[src/rtl/cache_block_responder.sv]
// cache_block_responder: moves one cache block between the cache's FIFO port and a word-wide backing memory.
module cache_block_responder #(
  parameter int BW_ADDR  = 24,
  parameter int BW_BLOCK = 2
) (
  input  logic               clock_i,
  input  logic               reset_i,
  input  logic               req_i,
  input  logic               rw_i,
  input  logic [BW_ADDR-1:0] add_i,
  output logic               ready_req_o,
  input  logic               write_i,
  input  logic [31:0]        data_i,
  output logic               ready_write_o,
  input  logic               read_i,
  output logic [31:0]        data_o,
  output logic               ready_read_o,
  output logic               mem_req_o,
  output logic               mem_rw_o,
  output logic [BW_ADDR-1:0] mem_addr_o,
  output logic [31:0]        mem_data_o,
  input  logic               mem_ack_i,
  input  logic [31:0]        mem_data_i,
  output logic               err_o
);
  localparam int N = 2 ** BW_BLOCK;
  localparam logic [BW_BLOCK:0] NC = (BW_BLOCK+1)'(N);
  localparam logic [BW_BLOCK:0] LAST = NC - 1'b1;
  localparam logic [BW_ADDR-1:0] OFS = BW_ADDR'(N - 1);
  typedef enum logic [1:0] {IDLE, READ, WRITE} state_t;
  state_t state_q, state_d;
  logic [BW_ADDR-1:0] base_q, base_d, mem_addr_q, mem_addr_d;
  logic [BW_BLOCK:0] issued_q, issued_d, done_q, done_d, count_q, count_d;
  logic [BW_BLOCK-1:0] wptr_q, wptr_d, rptr_q, rptr_d;
  logic mem_req_q, mem_req_d, mem_rw_q, mem_rw_d, err_q, err_d;
  logic [31:0] fifo_q [N];
  logic ack, push, pop, rd_ok, wr_ok;
  logic [31:0] head, push_data;
  assign head = fifo_q[rptr_q];
  always_comb begin
    ack = mem_ack_i && mem_req_q;
    rd_ok = state_q == READ && count_q != '0;
    wr_ok = state_q == WRITE && issued_q < NC && count_q < NC;
    push_data = state_q == READ ? mem_data_i : data_i;
    push = 1'b0;
    pop = 1'b0;
    state_d = state_q;
    base_d = base_q;
    issued_d = issued_q;
    done_d = done_q;
    mem_req_d = mem_req_q;
    mem_rw_d = mem_rw_q;
    mem_addr_d = mem_addr_q;
    case (state_q)
      IDLE: if (req_i) begin
        state_d = rw_i ? WRITE : READ;
        base_d = add_i & ~OFS;
        mem_rw_d = rw_i;
        done_d = '0;
        issued_d = rw_i ? '0 : (BW_BLOCK+1)'(1);
        mem_req_d = !rw_i;
        mem_addr_d = rw_i ? mem_addr_q : add_i & ~OFS;
      end
      READ: begin
        push = ack;
        pop = read_i && rd_ok;
        // A new word is only fetched once the previous one has landed, so count alone bounds FIFO space
        if (ack) mem_req_d = 1'b0;
        else if (!mem_req_q && issued_q < NC && count_q < NC) begin
          mem_req_d = 1'b1;
          mem_addr_d = base_q | BW_ADDR'(issued_q[BW_BLOCK-1:0]);
          issued_d = issued_q + 1'b1;
        end
        if (pop) done_d = done_q + 1'b1;
        if (pop && done_q == LAST) state_d = IDLE;
      end
      WRITE: begin
        push = write_i && wr_ok;
        pop = ack;
        if (push) issued_d = issued_q + 1'b1;
        if (ack) begin
          mem_req_d = 1'b0;
          done_d = done_q + 1'b1;
          if (done_q == LAST) state_d = IDLE;
        end else if (!mem_req_q && (count_q != '0 || push)) begin
          mem_req_d = 1'b1;
          mem_addr_d = base_q | BW_ADDR'(done_q[BW_BLOCK-1:0]);
        end
      end
      default: state_d = IDLE;
    endcase
    count_d = count_q + (BW_BLOCK+1)'(push) - (BW_BLOCK+1)'(pop);
    wptr_d = wptr_q + BW_BLOCK'(push);
    rptr_d = rptr_q + BW_BLOCK'(pop);
    err_d = err_q | (write_i && !wr_ok) | (read_i && !rd_ok) | (mem_ack_i && !mem_req_q);
  end
  always_ff @(posedge clock_i or posedge reset_i) begin
    if (reset_i) begin
      state_q <= IDLE;
      base_q <= '0;
      mem_addr_q <= '0;
      issued_q <= '0;
      done_q <= '0;
      count_q <= '0;
      wptr_q <= '0;
      rptr_q <= '0;
      mem_req_q <= 1'b0;
      mem_rw_q <= 1'b0;
      err_q <= 1'b0;
    end else begin
      state_q <= state_d;
      base_q <= base_d;
      mem_addr_q <= mem_addr_d;
      issued_q <= issued_d;
      done_q <= done_d;
      count_q <= count_d;
      wptr_q <= wptr_d;
      rptr_q <= rptr_d;
      mem_req_q <= mem_req_d;
      mem_rw_q <= mem_rw_d;
      err_q <= err_d;
    end
  end
  always_ff @(posedge clock_i) begin
    if (push) fifo_q[wptr_q] <= push_data;
  end
  assign ready_req_o = state_q == IDLE;
  assign ready_read_o = rd_ok;
  assign ready_write_o = wr_ok;
  assign data_o = rd_ok ? head : '0;
  assign mem_req_o = mem_req_q;
  assign mem_rw_o = mem_rw_q;
  assign mem_addr_o = mem_addr_q;
  assign mem_data_o = (mem_req_q && mem_rw_q) ? head : '0;
  assign err_o = err_q;
endmodule
[config.mk]
export PLATFORM = sky130hd
export DESIGN_NAME = cache_block_responder
export DESIGN_NICKNAME = d
export VERILOG_FILES = /design/src/rtl/cache_block_responder.sv
export SDC_FILE = /design/constraint.sdc
export NUM_CORES = 1
export LEC_CHECK = 0
export CAP_MARGIN = 10
export CORE_UTILIZATION = 55
export CTS_CLUSTER_SIZE = 16
export DETAILED_ROUTE_END_ITERATION = 7
export PLACE_DENSITY = 0.86
export REMOVE_ABC_BUFFERS = 1
export SLEW_MARGIN = 20
export SYNTH_ARGS = -nofsm -noshare
export SYNTH_HDL_FRONTEND = slang
export SYNTH_SLANG_ARGS = --single-unit
[constraint.sdc]
create_clock -name clock_i -period 10.8 [get_ports clock_i]
set_clock_uncertainty 0.15 [all_clocks]
set_input_delay 2.16 -clock clock_i [delete_from_list [all_inputs] [get_ports clock_i]]
set_output_delay 2.16 -clock clock_i [all_outputs]
set_load 0.02 [all_outputs]
==> qor.yml <==
die_height_um: 127.8
clock_sinks: 192
syn_area_per_cell_um2: 16.30
power.density_nw_per_um2: 281.8
grt_max_degree: 78
final_common_cell: "clkdlybuf4s50_1"
grt_pass1_vias: 5596
ctsHtreeMaxLevel: 4
relSlewSlack_pct: 30.33
yosys_most_used_dff: "edfxtp_1"
area_growth_pct: 30.42
clkSlewWorstSetupHoldPaths_ps: 60
critical_path.max_fanout: 22
synth.area.top_cells: "edfxtp_1, dfrtp_1, mux2_2, mux4_2, and3_1"
crit_path_start: "rptr_q[0]"
power.total_mw: 3.199
maxSlewViolCount: 0
ant_nets: 0
ys_seq_elements: 192
hold_path_startpoint: "err_o"
globalplace.congestion: 0.8009
yosysWarnings: 0
route.met2.wl_mm: 10.20
dr.pass1.iters: 7
outcome: "completed"
setup_tns_ps: 0
yosys.area.top_type: "edfxtp_1"
coreArea_um2: 15310
period_needed_ps: 5222
fillers: 932
routed_wl_mm: 19.01
clock_latency_ps: 420
antenna_cells: 0
synthArstFlopShare_pct: 33.33
initial_core_util_pct: 56.83
synth_top_area_share_pct: 44.16
rrSetupSlack_ps: 7330
ctsResizeCount: 0
fp.dieW_um: 127.8
wl_met1_mm: 7.716
first_iter_violations: 368
wl_per_cell_um: 20.42
core.rowCount: 45
synth-seq-area-share_pct: 62.56
wl_met3_um: 859
hp-class: "reg2reg"
clock_path_buffers: 2
drc: 0
fin_util_pct: 74.12
worstPathArrival_ps: 2910
place_area_um2: 10700
cts_hold_buf: 0
grt_setup_unrepaired: "no"
dieArea_um2: 16330
maxCapViolations: 0
post-cts-setup-buffers: 0
vias_per_cell: 5.739
regArea_um2: 5449
cts_root_buf: "clkbuf_16"
antenna_found_initial: 0
mostFrequentLayoutCells: "clkdlybuf4s50_1, edfxtp_1, mux2_2"
numPortBuffers: 186
multiInputGateArea_um2: 3047
drive_gt1_share_pct: 25.28
via_count: 5343
crit_type: "reg2out"
required_ps: 8490
dp_hpwl_mm: 11.98
grt_overflow_total: 0
p_leak_nw: 4.300
final_nets: 812
max_freq_ghz: 0.1915
tightest_slew_ps: 1045
r2r-start: "state_q[1]"
syn_inst: 534
routed.top_layer: "met4"
tritoncts: "built"
ys_types: 44
numCtsBuffers: 17
startpoint_type: "register"
ir_drop_mv: 0.2030
setup_violations: 0
grt_pass1_wl_mm: 30.11
synth_edf_count: 128
cp-end-kind: "primary output"
min_period_over_period_pct: 48.35
io-pin-count: 189
netlist_area_um2: 8703
finalHoldViolations: 0
stdcell_area_um2: 11350
grt_usage_pct: 24.58
[synth_stat cells, types with 5 or more instances]
library cell,instances
mux4_2,32
nor2b_1,5
nand3_1,6
mux2_4,20
mux2_2,82
inv_1,13
clkbuf_1,23
mux2i_1,5
ha_1,9
buf_1,7
o21ai_0,9
edfxtp_1,128
nand2_1,14
dfrtp_1,64
and3_1,67
[area by class of cell]
type | instances | area share (%)
clock buffer | 19 | 3.814
clock inverter | 13 | 1.852
timing repair buffer | 191 | 16.73
sequential | 192 | 48.00
tap | 211 | 2.326
multi-input combinational | 292 | 26.84
inverter | 13 | 0.4299
[routing by layer]
metal / up-vias / GRT usage [%]
met1: 2733 / 30.44
met3: 21 / 4.174
li1: 2394 / -
met5: - / 0
met2: 195 / 44.02
met4: 0 / 7.889
[per-stage QoR]
| step | instances | hold WS [ps] | setup WS [ps] |
|---|---|---|---|
| finish | 931 | 352.1 | 5578 |
| global route | 931 | 365.5 | 5420 |
| CTS | 931 | 356.9 | 5501 |
| detailed placement | 899 | 342.3 | 5821 |
| global placement | 899 | 324.7 | 5941 |
| floorplan | 497 | 323.8 | 5068 |
[report_power, final]
part / total (mW) / switching, mW / internal [mW] / leakage (nW)
clock: 0.680 / 0.268 / 0.412 / 0.302
combinational: 1.39 / 0.646 / 0.742 / 2.08
sequential: 1.13 / 0.165 / 0.966 / 1.91
[cell families after synthesis]
family          after synthesis  share of synthesized area, %
flops                       192                         62.56
mux                         139                         22.92
buf+inv                      50                         2.674
simple gates                112                         7.749
xor+xnor                      5                        0.5031
compound gates               26                         2.070
fa+ha+maj                    10                         1.524
[worst max-delay path, cell delays in order (launching register included)]
cell and delay, ps:
dfrtp_2 630, buf_4 490, mux4_2 610, and3_1 220, clkdlybuf4s50_1 540
[sequential cells by signal (all words and copies together) (netlist names)]
signal      flops
mem_rw_o        1
mem_addr_o     24
rptr_q          2
count_q         3
fifo_q        128
state_q         2
base_q         22
wptr_q          2
issued_q        3
err_o           1
done_q          3
mem_req_o       1
[path summary, 6_finish.rpt]
| kind | end | depth (start not counted) |
|---|---|---|
| setup / recovery | mem_data_o[20] | 4 |
| hold / removal | err_o | 2 |
| setup reg to reg | fifo_q[2][9] | 7 |
| hold reg to reg | err_o | 2 |
| max in group asynchronous | mem_req_o | 3 |
| min in group asynchronous | base_q[13] | 3 |
(Power assumes the default switching activity.)
